### config.mk
export PLATFORM = sky130hd
export DESIGN_NAME = alu_operand_stage
export DESIGN_NICKNAME = d
export VERILOG_FILES = /design/src/rtl/mips_pkg.sv /design/src/rtl/fwd_mux.sv /design/src/rtl/alu_operand_stage.sv
export SDC_FILE = /design/constraint.sdc
export NUM_CORES = 1
export LEC_CHECK = 0
export ABC_AREA = 1
export CAP_MARGIN = 20
export CORE_ASPECT_RATIO = 1.2
export CORE_MARGIN = 2
export CORE_UTILIZATION = 42
export DETAILED_ROUTE_END_ITERATION = 10
export PLACE_DENSITY = 0.87
export RECOVER_POWER = 100
export SYNTH_ARGS = -nofsm -noshare
export SYNTH_HDL_FRONTEND = slang
export SYNTH_HIERARCHICAL = 1
export SYNTH_SLANG_ARGS = --single-unit
### constraint.sdc
create_clock -name clk -period 1.6 [get_ports clk]
set_clock_uncertainty 0.05 [all_clocks]
set_input_delay 0.32 -clock clk [delete_from_list [all_inputs] [get_ports clk]]
set_output_delay 0.32 -clock clk [all_outputs]
set_load 0.01 [all_outputs]
### src/rtl/mips_pkg.sv
// Shared constants and types for the MIPS core datapath: ALUFun codes,
// width defaults and the control bundle carried from ID into EX.
package mips_pkg;

  localparam int DATA_W   = 32;
  localparam int RA_W     = 5;
  localparam int ZERO_REG = 0;

  localparam logic [5:0] ALU_ADD = 6'b000000;
  localparam logic [5:0] ALU_SUB = 6'b000001;
  localparam logic [5:0] ALU_AND = 6'b011000;
  localparam logic [5:0] ALU_OR  = 6'b011110;
  localparam logic [5:0] ALU_XOR = 6'b010110;
  localparam logic [5:0] ALU_SLL = 6'b100000;
  localparam logic [5:0] ALU_SRL = 6'b100001;
  localparam logic [5:0] ALU_SRA = 6'b100011;
  localparam logic [5:0] ALU_LT  = 6'b110101;

  typedef struct packed {
    logic       valid;
    logic       regwrite;
    logic       memread;
    logic       sign;
    logic [5:0] fun;
  } ctrl_t;

  localparam ctrl_t BUBBLE_CTRL = '0;

endpackage

### src/rtl/fwd_mux.sv
// Per-operand forwarding select: EX/MEM result, then MEM/WB data, else the
// value captured in the ID/EX register. $0 and unused operands never forward.
module fwd_mux #(
  parameter int DATA_W = mips_pkg::DATA_W,
  parameter int RA_W   = mips_pkg::RA_W
) (
  input  logic [RA_W-1:0]   src,
  input  logic              use_fwd,
  input  logic [DATA_W-1:0] stored,
  input  logic              mem_regwrite,
  input  logic [RA_W-1:0]   mem_wa,
  input  logic [DATA_W-1:0] mem_result,
  input  logic              wb_regwrite,
  input  logic [RA_W-1:0]   wb_wa,
  input  logic [DATA_W-1:0] wb_data,
  output logic [DATA_W-1:0] operand
);
  import mips_pkg::*;

  logic src_live;
  logic mem_hit;
  logic wb_hit;

  // A match on src also implies the source address is nonzero.
  assign src_live = use_fwd && (src != RA_W'(ZERO_REG));
  assign mem_hit  = src_live && mem_regwrite && (mem_wa == src);
  assign wb_hit   = src_live && wb_regwrite  && (wb_wa  == src);

  always_comb begin
    operand = stored;
    if (mem_hit) begin
      operand = mem_result;
    end else if (wb_hit) begin
      operand = wb_data;
    end
  end

endmodule

### src/rtl/alu_operand_stage.sv
// ID/EX register ahead of the ALU adder: captures decoded operands/control,
// inserts load-use bubbles, honours stall/flush and forwards from MEM and WB.
module alu_operand_stage #(
  parameter int DATA_W = mips_pkg::DATA_W,
  parameter int RA_W   = mips_pkg::RA_W,
  parameter int CNT_W  = 16
) (
  input  logic              clk,
  input  logic              reset,
  input  logic              id_valid,
  output logic              id_ready,
  input  logic [RA_W-1:0]   id_rs,
  input  logic [RA_W-1:0]   id_rt,
  input  logic [RA_W-1:0]   id_wa,
  input  logic [DATA_W-1:0] id_rs_data,
  input  logic [DATA_W-1:0] id_rt_data,
  input  logic [DATA_W-1:0] id_imm,
  input  logic              id_alusrc,
  input  logic [5:0]        id_alufun,
  input  logic              id_sign,
  input  logic              id_regwrite,
  input  logic              id_memread,
  input  logic              ex_stall,
  input  logic              flush,
  input  logic              mem_regwrite,
  input  logic [RA_W-1:0]   mem_wa,
  input  logic [DATA_W-1:0] mem_result,
  input  logic              wb_regwrite,
  input  logic [RA_W-1:0]   wb_wa,
  input  logic [DATA_W-1:0] wb_data,
  output logic [DATA_W-1:0] alu_a,
  output logic [DATA_W-1:0] alu_b,
  output logic [5:0]        alu_fun,
  output logic              alu_sign,
  output logic              ex_valid,
  output logic              ex_regwrite,
  output logic              ex_memread,
  output logic [RA_W-1:0]   ex_wa,
  output logic [CNT_W-1:0]  bubble_cnt
);
  import mips_pkg::*;

  ctrl_t             ctrl_p0;
  logic [RA_W-1:0]   wa_p0;
  logic [RA_W-1:0]   rs_p0;
  logic [RA_W-1:0]   rt_p0;
  logic              use_rt_p0;
  logic [DATA_W-1:0] a_p0;
  logic [DATA_W-1:0] b_p0;
  logic [CNT_W-1:0]  cnt_p0;
  logic              load_use;

  // A load in EX whose destination feeds the instruction waiting in ID.
  assign load_use = ctrl_p0.valid && ctrl_p0.memread && (wa_p0 != RA_W'(ZERO_REG)) &&
                    ((wa_p0 == id_rs) || ((wa_p0 == id_rt) && !id_alusrc));

  assign id_ready = !ex_stall && !load_use;

  always_ff @(posedge clk or negedge reset) begin
    if (!reset) begin
      ctrl_p0   <= BUBBLE_CTRL;
      wa_p0     <= '0;
      rs_p0     <= '0;
      rt_p0     <= '0;
      use_rt_p0 <= 1'b0;
      a_p0      <= '0;
      b_p0      <= '0;
      cnt_p0    <= '0;
    end else if (flush) begin
      ctrl_p0   <= BUBBLE_CTRL;
      wa_p0     <= '0;
      rs_p0     <= '0;
      rt_p0     <= '0;
      use_rt_p0 <= 1'b0;
      a_p0      <= '0;
      b_p0      <= '0;
    end else if (!ex_stall) begin
      if (load_use) begin
        ctrl_p0   <= BUBBLE_CTRL;
        wa_p0     <= '0;
        rs_p0     <= '0;
        rt_p0     <= '0;
        use_rt_p0 <= 1'b0;
        a_p0      <= '0;
        b_p0      <= '0;
        if (cnt_p0 != '1) begin
          cnt_p0 <= cnt_p0 + 1'b1;
        end
      end else begin
        ctrl_p0.valid    <= id_valid;
        ctrl_p0.regwrite <= id_valid && id_regwrite;
        ctrl_p0.memread  <= id_valid && id_memread;
        ctrl_p0.sign     <= id_valid && id_sign;
        ctrl_p0.fun      <= id_valid ? id_alufun : 6'd0;
        wa_p0            <= id_valid ? id_wa : '0;
        rs_p0            <= id_rs;
        rt_p0            <= id_rt;
        use_rt_p0        <= !id_alusrc;
        a_p0             <= id_rs_data;
        b_p0             <= id_alusrc ? id_imm : id_rt_data;
      end
    end
  end

  // ---- EX boundary: operands resolved against in-flight writers ----
  fwd_mux #(.DATA_W(DATA_W), .RA_W(RA_W)) u_fwd_a (
    .src          (rs_p0),
    .use_fwd      (1'b1),
    .stored       (a_p0),
    .mem_regwrite (mem_regwrite),
    .mem_wa       (mem_wa),
    .mem_result   (mem_result),
    .wb_regwrite  (wb_regwrite),
    .wb_wa        (wb_wa),
    .wb_data      (wb_data),
    .operand      (alu_a)
  );

  fwd_mux #(.DATA_W(DATA_W), .RA_W(RA_W)) u_fwd_b (
    .src          (rt_p0),
    .use_fwd      (use_rt_p0),
    .stored       (b_p0),
    .mem_regwrite (mem_regwrite),
    .mem_wa       (mem_wa),
    .mem_result   (mem_result),
    .wb_regwrite  (wb_regwrite),
    .wb_wa        (wb_wa),
    .wb_data      (wb_data),
    .operand      (alu_b)
  );

  assign alu_fun     = ctrl_p0.fun;
  assign alu_sign    = ctrl_p0.sign;
  assign ex_valid    = ctrl_p0.valid;
  assign ex_regwrite = ctrl_p0.regwrite;
  assign ex_memread  = ctrl_p0.memread;
  assign ex_wa       = wa_p0;
  assign bubble_cnt  = cnt_p0;

endmodule

==> impl_metrics.tcl <==
set metrics [dict create \
    library_cells_used_by_synthesis 32 \
    crit_path_class "flop to primary output" \
    grt_setup_unrepaired "true" \
    overflow 0 \
    critical_path.n_buffers_inverters 4 \
    gp_routability_congestion 0.913 \
    synth_flop_cell "dfrtp_1" \
    synthesis.area_per_instance_um2 6.60 \
    cts_inserted_buffers 9 \
    clkSlewWorstSetupHoldPaths_ns 0.08 \
    synth-warning-count 6 \
    tightest_slew_ns 1.09 \
    leakage_component_of_the_power_nw 7.38 \
    cts_root_buf "clkbuf_16" \
    library_cell_appearing_most_often_on_the_critical_path "buf_6" \
    row_count 55 \
    antenna_left 0 \
    detailed_router_s_first_iteration_violation_count 983 \
    status "finished with violations" \
    finalCritPeriodShare 1.59 \
    hold_path_class "input pin to flop" \
    clock_insertion_delay_worst_skew_ns 0.36 \
    syn-instance-count 1240 \
    power_per_cell_area_nw_per_um2 530 \
    grt_pass1_wl_mm 55.2 \
    timing.critical_path.cells "nor2_1 > nand3_2 > nand2_4 > nor3_4 > buf_6 > buf_8 > buf_6 > nand3_4 > nand2_2 > buf_6" \
    fin_crit_ns 2.54 \
    tritoncts_num_sinks 106 \
    max_clock_freq_ghz 0.394 \
    path_delay_family "simple AND/OR/NAND/NOR gates" \
    yosysMostFrequentCell "nand3_1" \
    first_global_vias 10500 \
    finalWorstSetupSlack_ns -0.940 \
    totalWireLength_mm 41.0 \
    arrival_time_at_the_worst_endpoint_ns 2.17 \
    max_stage_delay_cell_worst_path "dfrtp_1" \
    post_route_standard_cell_area_excluding_fillers_um2 14800 \
    highest_ir_drop_seen_on_vdd_mv 0.555 \
    stage_delay_of_the_slowest_cell_on_the_critical_path_ns 0.48 \
    synth_fp_nets 1443 \
    chipHeight_um 157 \
    hold_viol_final 0 \
    wire_per_inst_um 21.7 \
    dieWidth_um 131 \
    initial_core_util 0.431 \
    vias_per_cell 5.75 \
    placement.io_buffers 297 \
    clock_tree.buffer_depth 2 \
    setup-violations-final 136 \
    seq_area_frac_synth 0.324 \
    fillCellCount 1213 \
    timing.slew.headroom 0.271 \
    total_power_mw 7.84 \
    drive_gt1_frac 0.397 \
    coreArea_um2 19000 \
    violations_in_the_final_reports "setup timing" \
    number_of_antenna_violations_at_the_first_check_in_global_routing 0 \
    cp-end-kind "primary output" \
    n_antenna_cell 0 \
    cap_viol_max_count 0 \
    cts.htree.levels 3 \
    netlist_top_cells_area "dfrtp_1 (32%), nand3_1 (20%), nand2_1 (13%)" \
    ys_seq_elements 106 \
    fin_hold_ws_ns 0.329 \
    post_synth_most_frequent_cells "nand3_1 (335), nand2_1 (277), inv_1 (157)" \
    dpl.hpwl_mm 23.4 \
    drt-pass1-iter-count 6 \
    count_of_final_max_slew_check_failures 0 \
    critical_path_peak_fanout 5 \
    cp.required_ns 1.23 \
    post_place_cell_area_um2 12000 \
    finalNetCount 1829 \
    remaining_drc_errors 0 \
    grt_usage 0.341 \
    mappedNetlistArea_um2 8190 \
    synth.largest_area_cell "dfrtp_1" \
    tns_setup_ns -71.11 \
    cts_tree "done" \
    maximum_number_of_pins_on_one_net_before_global_route_repair 54 \
    ys_async_sr_fraction 1.00 \
    pre_cts_slack_ns -1.20 \
    via_count 10900 \
    dieArea_um2 20600 \
    yosysTopAreaCellShare 0.324 \
    area.growth.synth_to_final_pct 80.8 \
    startpoint_type "flop" \
    boundaryPins 298 \
    synth_enable_flop_cells 0 \
]
## sequential cells by signal (all words and copies together) (netlist names)
| signal | count |
|---|---|
| alu_fun | 6 |
| ex_memread | 1 |
| rt_p0 | 5 |
| b_p0 | 32 |
| rs_p0 | 5 |
| ex_regwrite | 1 |
| alu_sign | 1 |
| ex_valid | 1 |
| ex_wa | 5 |
| bubble_cnt | 16 |
| use_rt_p0 | 1 |
| a_p0 | 32 |
## worst min-delay path, delay by kind of cell
kind | cells | cell delay (ns)
and+or+nand+nor | 2 | 0.12
buffers and inverters | 1 | 0.27
## per-stage QoR
stage | utilization | instances
after detailed placement | 0.630 | 1794
after global placement | 0.630 | 1794
after CTS | 0.706 | 1858
after floorplan | - | 1240
final | 0.779 | 1887
after global routing | 0.779 | 1887
## area by class of cell
| class | instances | area [µm²] | area share |
|---|---|---|---|
| clock inverter | 6 | 71.3 | 0.00482 |
| sequential | 106 | 2660 | 0.180 |
| multi-input combinational | 876 | 5810 | 0.393 |
| clock buffer | 10 | 239 | 0.0161 |
| inverter | 177 | 677 | 0.0457 |
| tap | 256 | 320 | 0.0216 |
| timing repair buffer | 456 | 5020 | 0.339 |
## path summary, 6_finish.rpt
path,from,endpoint,slack (ns),cells after the start
max in group asynchronous,reset,rt_p0[4],0.04,3
worst max register to register,ex_wa[0],ex_wa[0],-0.36,14
min in group asynchronous,reset,ex_wa[0],0.62,2
worst max-delay path,rt_p0[1],alu_b[26],-0.94,10
worst min-delay path,id_rs[1],rs_p0[1],0.33,3
worst min register to register,alu_fun[4],alu_fun[4],0.45,2
## report_power, final
group,switching [mW],internal (mW),total (mW)
clock,1.13,1.28,2.40
sequential,0.102,2.81,2.91
combinational,1.35,1.17,2.52
total,2.58,5.26,7.84
## cell usage in the layout (no fill, tap or decap), types with 4 or more instances in the layout
master	instances
buf_12	33
buf_16	4
buf_2	5
buf_4	61
buf_6	98
buf_8	6
clkbuf_16	18
clkbuf_2	4
clkdlybuf4s15_1	5
clkdlybuf4s50_1	183
dfrtp_1	97
dfrtp_2	9
dlygate4sd2_1	34
dlymetal6s2s_1	7
inv_1	153
inv_2	19
nand2_1	157
nand2_2	127
nand2_4	25
nand3_1	167
nand3_2	170
nand3_4	19
nand4_4	4
nor2_1	84
nor2_2	7
nor2_4	13
o21ai_0	38
o21ai_1	28
xnor2_1	8
xor2_1	13
## kinds of logic after synthesis
family,count (synthesis),share of synthesized area
DFF,106,0.324
buffers and inverters,258,0.150
and+or+nand+nor,782,0.457
AOI/OAI and AO/OA,69,0.0422
xor gates and xnor gates,23,0.0246
adders and majority gates,1,0.00153
other,1,0.000458
## per-layer routing
| metal | wire, µm | global-route usage |
|---|---|---|
| met5 | 0 | 0 |
| met4 | 2510 | 0.175 |
| met3 | 4290 | 0.0712 |
| met2 | 20000 | 0.613 |
| met1 | 14200 | 0.384 |
## timing repair
item	CTS	global route
hold buffers	1	0
hold endpoints to repair	14	0
cloned	12	12
setup buffers	36	26
pin swaps	53	81
endpoints found under the setup margin	202	175
resized for setup	487	299
No activity file was read; power rests on OpenSTA's default activity.
